===== src/rtl/mem_stage.sv =====
// Memory-access stage: issues one load/store on the data-RAM bus, stalls upstream
// until it completes or times out, and registers the writeback bundle for WB.
module mem_stage #(
    parameter int MAX_WAIT = 255
) (
    input  logic        clk,
    input  logic        rst,
    input  logic [31:0] result_in,
    input  logic        mem_read_flag,
    input  logic        mem_write_flag,
    input  logic        mem_sign_ext_flag,
    input  logic [3:0]  mem_sel,
    input  logic [31:0] mem_write_data,
    input  logic        reg_write_en_in,
    input  logic [4:0]  reg_write_addr_in,
    input  logic [31:0] current_pc_addr_in,
    output logic        ram_en,
    output logic [3:0]  ram_write_en,
    output logic [31:0] ram_addr,
    output logic [31:0] ram_write_data,
    input  logic [31:0] ram_read_data,
    input  logic        ram_ready,
    output logic        stall_request,
    output logic        mem_bus_error,
    output logic [31:0] result_out,
    output logic        reg_write_en_out,
    output logic [4:0]  reg_write_addr_out,
    output logic [31:0] current_pc_addr_out
);
    typedef enum logic [1:0] {IDLE, BUSY, DONE} state_t;
    state_t state, state_nxt;

    logic        mem_op;
    logic [3:0]  sel_norm;
    logic [31:0] st_data;
    logic [31:0] req_addr, req_wdata, req_pc;
    logic [3:0]  req_we, req_sel;
    logic        req_sign, req_load, req_rwe;
    logic [4:0]  req_rd;
    logic [15:0] wait_cnt;
    logic        timeout;
    logic [7:0]  ld_byte;
    logic [15:0] ld_half;
    logic [31:0] ld_ext;

    assign mem_op = mem_read_flag | mem_write_flag;

    // Unlisted byte-select patterns collapse to a full word access.
    always_comb begin
        sel_norm = 4'b1111;
        st_data  = mem_write_data;
        case (mem_sel)
            4'b0001, 4'b0010, 4'b0100, 4'b1000: begin
                sel_norm = mem_sel;
                st_data  = {4{mem_write_data[7:0]}};
            end
            4'b0011, 4'b1100: begin
                sel_norm = mem_sel;
                st_data  = {2{mem_write_data[15:0]}};
            end
            default: ;
        endcase
    end

    always_comb begin
        ld_byte = ram_read_data[7:0];
        ld_half = ram_read_data[15:0];
        ld_ext  = ram_read_data;
        case (req_sel)
            4'b0010: ld_byte = ram_read_data[15:8];
            4'b0100: ld_byte = ram_read_data[23:16];
            4'b1000: ld_byte = ram_read_data[31:24];
            4'b1100: ld_half = ram_read_data[31:16];
            default: ;
        endcase
        case (req_sel)
            4'b0001, 4'b0010, 4'b0100, 4'b1000: ld_ext = {{24{req_sign & ld_byte[7]}}, ld_byte};
            4'b0011, 4'b1100:                   ld_ext = {{16{req_sign & ld_half[15]}}, ld_half};
            default: ;
        endcase
    end

    // A ready arriving on the last allowed cycle wins over the timeout.
    assign timeout = (state == BUSY) && !ram_ready && (wait_cnt == 16'(MAX_WAIT - 1));

    always_comb begin
        state_nxt     = state;
        stall_request = 1'b0;
        case (state)
            IDLE: if (mem_op) begin
                stall_request = 1'b1;
                state_nxt     = BUSY;
            end
            BUSY: begin
                stall_request = 1'b1;
                if (ram_ready || timeout) state_nxt = DONE;
            end
            DONE:    state_nxt = IDLE;
            default: state_nxt = IDLE;
        endcase
    end

    assign ram_en         = (state == BUSY);
    assign ram_addr       = req_addr;
    assign ram_write_data = req_wdata;
    assign ram_write_en   = ram_en ? req_we : 4'b0000;

    always_ff @(posedge clk) begin
        if (!rst) begin
            state               <= IDLE;
            wait_cnt            <= '0;
            req_addr            <= '0;
            req_wdata           <= '0;
            req_pc              <= '0;
            req_we              <= '0;
            req_sel             <= '0;
            req_sign            <= 1'b0;
            req_load            <= 1'b0;
            req_rwe             <= 1'b0;
            req_rd              <= '0;
            mem_bus_error       <= 1'b0;
            result_out          <= '0;
            reg_write_en_out    <= 1'b0;
            reg_write_addr_out  <= '0;
            current_pc_addr_out <= '0;
        end else begin
            state         <= state_nxt;
            mem_bus_error <= 1'b0;
            case (state)
                IDLE: begin
                    if (mem_op) begin
                        req_addr         <= {result_in[31:2], 2'b00};
                        req_we           <= mem_write_flag ? sel_norm : 4'b0000;
                        req_wdata        <= st_data;
                        req_sign         <= mem_sign_ext_flag;
                        req_sel          <= sel_norm;
                        req_load         <= ~mem_write_flag;
                        req_rwe          <= reg_write_en_in;
                        req_rd           <= reg_write_addr_in;
                        req_pc           <= current_pc_addr_in;
                        wait_cnt         <= '0;
                        reg_write_en_out <= 1'b0;
                    end else begin
                        result_out          <= result_in;
                        reg_write_en_out    <= reg_write_en_in;
                        reg_write_addr_out  <= reg_write_addr_in;
                        current_pc_addr_out <= current_pc_addr_in;
                    end
                end
                BUSY: begin
                    wait_cnt <= wait_cnt + 16'd1;
                    if (ram_ready) begin
                        current_pc_addr_out <= req_pc;
                        if (req_load) begin
                            result_out         <= ld_ext;
                            reg_write_en_out   <= req_rwe;
                            reg_write_addr_out <= req_rd;
                        end else begin
                            reg_write_en_out <= 1'b0;
                        end
                    end else if (timeout) begin
                        mem_bus_error    <= 1'b1;
                        reg_write_en_out <= 1'b0;
                    end
                end
                DONE:    reg_write_en_out <= 1'b0;
                default: ;
            endcase
        end
    end
endmodule


===== config.mk =====
export PLATFORM = sky130hd
export DESIGN_NAME = mem_stage
export DESIGN_NICKNAME = d
export VERILOG_FILES = /design/src/rtl/mem_stage.sv
export SDC_FILE = /design/constraint.sdc
export NUM_CORES = 1
export LEC_CHECK = 0
export ABC_AREA = 1
export BUFFER_PORTS_ARGS = -buffer_cell sky130_fd_sc_hd__buf_2
export CAP_MARGIN = 10
export CORE_AREA = 5 5 159 161
export DETAILED_ROUTE_END_ITERATION = 10
export DIE_AREA = 0 0 164 166
export GPL_TIMING_DRIVEN = 0
export HOLD_SLACK_MARGIN = 0.02
export SETUP_SLACK_MARGIN = 0.02
export SYNTH_ARGS = -nofsm -noshare
export SYNTH_HDL_FRONTEND = slang
export SYNTH_SLANG_ARGS = --single-unit

===== constraint.sdc =====
create_clock -name clk -period 2 [get_ports clk]
set_input_delay 0.2 -clock clk [delete_from_list [all_inputs] [get_ports clk]]
set_output_delay 0.2 -clock clk [all_outputs]
set_load 0.005 [all_outputs]

### Yosys cells after proc, flatten, opt, wreduce, memory -nomap -nowiden

Index checks and enable logic that the tools add are counted.

| cells by class | value |
|---|---|
| add/subtract/negate cells | 1 |
| $mul | 0 |
| divide/modulo/power cells | 0 |
| magnitude comparators | 0 |
| eq/ne operators | 21 |
| shifts and indexed selects | 0 |
| mux-type cells | 31 |
| bitwise operators | 6 |
| reduce and logical (&&, ||, !) cells | 19 |

Operator list:

| kind | count |
|---|---|
| 32-bit case mux with 2 select lines | 4 |
| 32-bit two-way mux | 5 |
| 16-bit two-way mux | 2 |
| 16-bit case mux with 2 select lines | 1 |
| 8-bit case mux with 3 select lines | 1 |
| 16-bit by 1-bit adder with 16-bit output (second input constant) | 1 |
| 16-bit by 8-bit equality test with 1-bit output (second input constant) | 1 |
| 4-bit by 2-bit equality test with 1-bit output (second input constant) | 4 |
| 4-bit equality test (second input constant) | 4 |
| 5-bit two-way mux | 3 |
| 4-bit two-way mux | 3 |
| 5-bit case mux with 2 select lines | 1 |
| 4-bit by 1-bit equality test with 1-bit output (second input constant) | 2 |
| 4-bit by 3-bit equality test with 1-bit output (second input constant) | 2 |
| 2-bit AND reduction | 4 |
| 4-bit OR reduction | 2 |
| 1-bit two-way mux | 6 |
| 2-bit by 1-bit != test with 1-bit output (second input constant) | 3 |
| 6-bit OR reduction | 1 |
| 2-bit two-way mux | 2 |
| 2-bit != test (second input constant) | 2 |
| 2-bit case mux with 2 select lines | 1 |
| 4-bit AND reduction | 1 |
| 2-bit OR reduction | 2 |
| 16 further kinds | 20 |

| storage, ports and cells | value |
|---|---|
| flip-flop bits (word level) | 199 |
| latch bits | 0 |
| bits in writable memories | 0 |
| ROM bits | 0 |
| input port bits | 144 |
| output and inout bits | 141 |
| logic and storage cells | 94 |
| memories | 0 |

### Logic depth before layout (Yosys ltp)

| logic depth | value |
|---|---|
| word-level depth | 7 |
| mapped depth | 13 |
| mapped depth without buffers | 13 |

### Worst setup path before layout

Ideal clock, no wire load.

| path | value |
|---|---|
| path type | reg2reg |
| start point | register state[1] |
| end point | register result_out[10] |
| library setup time | 122 ps |
| arrival time | 1672 ps |
| slack | 206 ps |
| cell stages (with the launch flop) | 11 |
| buffers on the path | 2 |
| period minus slack after synthesis | 1794 ps |
| path through | dfxtp_1 -> inv_1 -> ha_1 -> inv_2 -> clkbuf_1 -> nor2_1 -> nor2_2 -> inv_2 -> buf_2 -> a21oi_1 -> a21oi_2 |

| between the ends | value |
|---|---|
| word-level cells in the longest chain between the ends | 3 |
| elaborated cells on any way between the ends | 8 |
| those cells by class | eq/ne: 4; mux: 1; reduce/logical: 3 |

RTL lines:

| what | RTL line | text |
|---|---|---|
| start: declaration | 31 | `state_t state, state_nxt;` |
| start signal: assignment | 127 | `state <= state_nxt;` |
| 2-bit by 1-bit equality test with 1-bit output (*) | - |  |
| via ram_en | 17 | `output logic ram_en,` |
| 2-bit by 1-bit != test with 1-bit output (no line) or 2-bit nonzero test (tied branches) | - |  |
| 4-bit AND reduction (no line) | - |  |
| end signal: assignment | 144 | `result_out <= result_in;` |
| end signal: assignment | 155 | `result_out <= ld_ext;` |
| end: declaration | 25 | `output logic [31:0] result_out,` |

The timed path passes the listed nets; every way through them passes the cells marked *.
A chain may end at the register's enable or synchronous reset.

### Final worst setup path

| path | value |
|---|---|
| start point | register state[1] |
| end point | output port ram_write_en[0] |

| between the ends | value |
|---|---|
| word-level cells in the longest chain between the ends | 2 |

RTL lines:

| what | RTL line | text |
|---|---|---|
| 2-bit by 1-bit equality test with 1-bit output | 103 | `assign ram_en = (state == BUSY);` |
| 4-bit two-way mux | 106 | `assign ram_write_en = ram_en ? req_we : 4'b0000;` |
| end: declaration | 18 | `output logic [3:0] ram_write_en,` |

No other way between the ends.

==> summary.md <==
| Metric | Value |
|---|---|
| Status | `finished, final reports clean` |
| TNS Setup | `0 ns` |
| Minimum clock period | `~1.9 ns` |
| WHS Endpoint | `req_pc[4]` |
| Core area | `around 24000 sq um` |
| CP required | `~1.8 ns` |
| TritonCTS Buffers | `17` |
| Post-Syn Instances | `approximately 1300` |
| Vias per cell | `between 5 and 6` |
| Final setup skew | `roughly 0.011 ns` |
| Worst-path clk slew | `around 0.08 ns` |
| Slew Limit Headroom | `0.520` |
| Post-synth cell types | `40` |
| FP Rows | `57` |
| Synth async-reset ratio | `0` |
| Fmax | `around 520 MHz` |
| Largest net degree at the start of global routing | `20` |
| Most frequent cells in the layout | `285 x buf_2, 252 x nand2_1, 203 x o21ai_0, 195 x dfxtp_1, 173 x nor2_1` |
| Final HPWL from detailed placement | `~26 mm` |
| Post-route ant nets | `0` |
| Hold Startpoint | `current_pc_addr_in[4]` |
| Root Driver | `clkbuf_16` |
| Nets | `1846` |
| Hold crit path type | `primary input to flip-flop` |
| Final Max Tran Viols | `0` |
| Drt first pass iters | `5` |
| Fin Hold WS | `between 0.02 and 0.025 ns` |
| R2R Setup Slk | `around 0.11 ns` |
| Pwr Density | `just under 1000 nW/um^2` |
| DR iter-0 viols | `roughly 740` |
| Clk_lat worst skew | `0.44 ns` |
| Starting density of the core | `0.392` |
| Maximum VDD drop | `543 uV` |
| Synth Register Bits | `between 150 and 200` |
| Crit. End Element | `output pin` |
| Wirelength, routed | `35.0 mm` |
| Leakage power | `approximately 0.0062 uW` |
| Largest stage delay, worst path | `roughly 0.34 ns` |
| Crit-path cells | `inv_4 -> ha_4 -> clkbuf_4 -> buf_4 -> nand2_1 -> inv_1 -> buf_2` |
| Drc violations | `0` |
| Final period util | `0.965` |
| RSZ-0062 raised after global routing | `false` |
| Antenna violations before repair | `1` |
| Worst r2r src | `state[0]` |
| Avg Inst Size Synth | `a little over 7 sq um` |
| WP buf/inv | `5` |
| Most common cell after layout, fill and taps aside | `buf_2` |
| Synth Cell Area | `a little over 9000 sq um` |
| CP startpoint | `state[1]` |
| Max-Cap Viols | `0` |
| WP data arrival | `approximately 1.7 ns` |
| Vias in the first global route | `10000` |
| Clock Tree Buf Depth | `2` |
| Critical path fanouts, max | `10` |
| Htree depth | `4` |
| Wirelength per Cell | `17.2 um` |
| Worst slew pin tran | `0.720 ns` |
| Share of layout cells above drive strength 1 | `0.269` |
| Worst reg2reg path depth | `9` |
| Critical path class | `flip-flop to output pin` |
| Top FF cell, synth | `dfxtp_1` |
| GP Congestion | `0.924` |
| Die area | `approximately 27000 sq um` |
| Die Y | `roughly 170 um` |
| First-pass GRT wire length | `roughly 54 mm` |
| Final hold violations | `0` |
| Final Setup Violations | `0` |
| Register area share after synthesis | `0.427` |
| CTS Sinks | `a little under 200` |
| Critical path launch point type | `flip-flop` |
| WHS Path Cells | `3` |
| Total Routing Usage GR | `0.250` |
| Fill cell count | `about 2400` |
| Layout area overhead | `35.2%` |
| Synth Warn # | `0` |
| R2r endpoint | `ram_write_data[3]` |
| Vias | `10300` |
| Worst path top cell family by delay | `buffers and inverters` |
| Port Buffer Count | `roughly 280` |
| CTS tree | `done` |
| Die width | `around 160 um` |
| Slowest-stage cell, CP | `dfxtp_2` |
| EDFF count, synth | `0` |
| I/O pin total | `285` |
| Grt ovf | `0` |
[power by group]
| group | switching, uW | leakage, uW | internal [uW] |
|---|---|---|---|
| clock network | 1790 | 0.000272 | 1660 |
| registers | 384 | 0.00165 | 4630 |
| logic | 2470 | 0.00429 | 1530 |
| total | 4640 | 0.00621 | 7830 |
[through the flow]
step	power [uW]	std cells	cell area (sq um)	worst slack [ns]	util
final	12500	2035	12600	0.0698	0.530
after global routing	13200	2035	12600	0.0130	0.530
after CTS	12400	2031	12500	0.0233	0.525
after detailed placement	8740	1932	11100	-0.982	0.468
after global placement	8710	1932	11100	-0.958	0.468
after floorplan	7130	1327	9330	0.206	-
[routing by layer]
metal | track usage | up-vias | part of all wire
met5 | 0 | - | 0
li1 | - | 5089 | -
met3 | 0.0603 | 54 | 0.072
met1 | 0.315 | 4773 | 0.43
met2 | 0.420 | 356 | 0.47
met4 | 0.0788 | 0 | 0.028
[worst max path at each step]
stage	end	cells past startpoint
2_1_floorplan	result_out[10]	10
3_3_place_gp	result_out[12]	9
3_5_place_dp	result_out[9]	9
4_1_cts	stall_request	9
5_1_grt	stall_request	9
6_report	ram_write_en[0]	7
[synthesized netlist by cell type (12+ instances only)]
master	n	share of area
dfxtp_1	199	0.43
o21ai_0	206	0.11
nor3_1	12	0.0064
nand2_2	12	0.0080
nand3_1	18	0.0097
a21oi_2	20	0.019
a31oi_1	37	0.025
nor2_1	173	0.070
a21oi_1	106	0.057
nand3_2	19	0.020
inv_1	115	0.046
nand2_1	254	0.10
clkbuf_1	62	0.025
[worst reg2reg max path: cells and delay by family, from the launching register on]
family	cells	cell delay, ns
buf+inv	5	0.92
flops	1	0.38
simple gates	2	0.29
fa+ha+maj	1	0.13
compound gates	1	0.13
[state kept, by name, indices dropped and copies added (netlist names), 2 cells and up]
register	flops
req_sel	4
req_we	4
current_pc_addr_out	32
reg_write_addr_out	5
result_out	32
ram_addr	30
state	2
wait_cnt	16
ram_write_data	32
req_rd	5
req_pc	32
[final cells by class]
| type | instances | area (sq um) | share of cell area |
|---|---|---|---|
| sequential | 199 | 3990 | 0.316 |
| antenna | 1 | 2.50 | 0.000198 |
| clock buffer | 18 | 429 | 0.0340 |
| buffer | 82 | 459 | 0.0364 |
| inverter | 127 | 490 | 0.0389 |
| tap | 324 | 405 | 0.0321 |
| multi-input combinational | 918 | 4580 | 0.363 |
| clock inverter | 14 | 143 | 0.0113 |
| timing repair buffer | 352 | 2110 | 0.167 |
[logic make-up (layout without fill, tap and decap cells)]
| logic type | after synthesis | after routing | synth area share |
|---|---|---|---|
| XOR/XNOR | 1 | 1 | 0.000939 |
| adder cells (fa/ha/maj) | 5 | 5 | 0.00671 |
| AND/OR/NAND/NOR | 523 | 523 | 0.249 |
| other | 1 | 3 | 0.000402 |
| buffers and inverters | 210 | 593 | 0.0895 |
| flip-flops | 199 | 199 | 0.427 |
| AO/OA/AOI/OAI | 387 | 387 | 0.227 |
[what timing repair did]
action	CTS	global route
pin swaps	2	2
resized for setup	54	33
cloned	0	0
endpoints found under the setup margin	186	111
hold buffers	62	0
hold endpoints to repair	65	0
setup buffers	5	4
(Power assumes the default switching activity.)
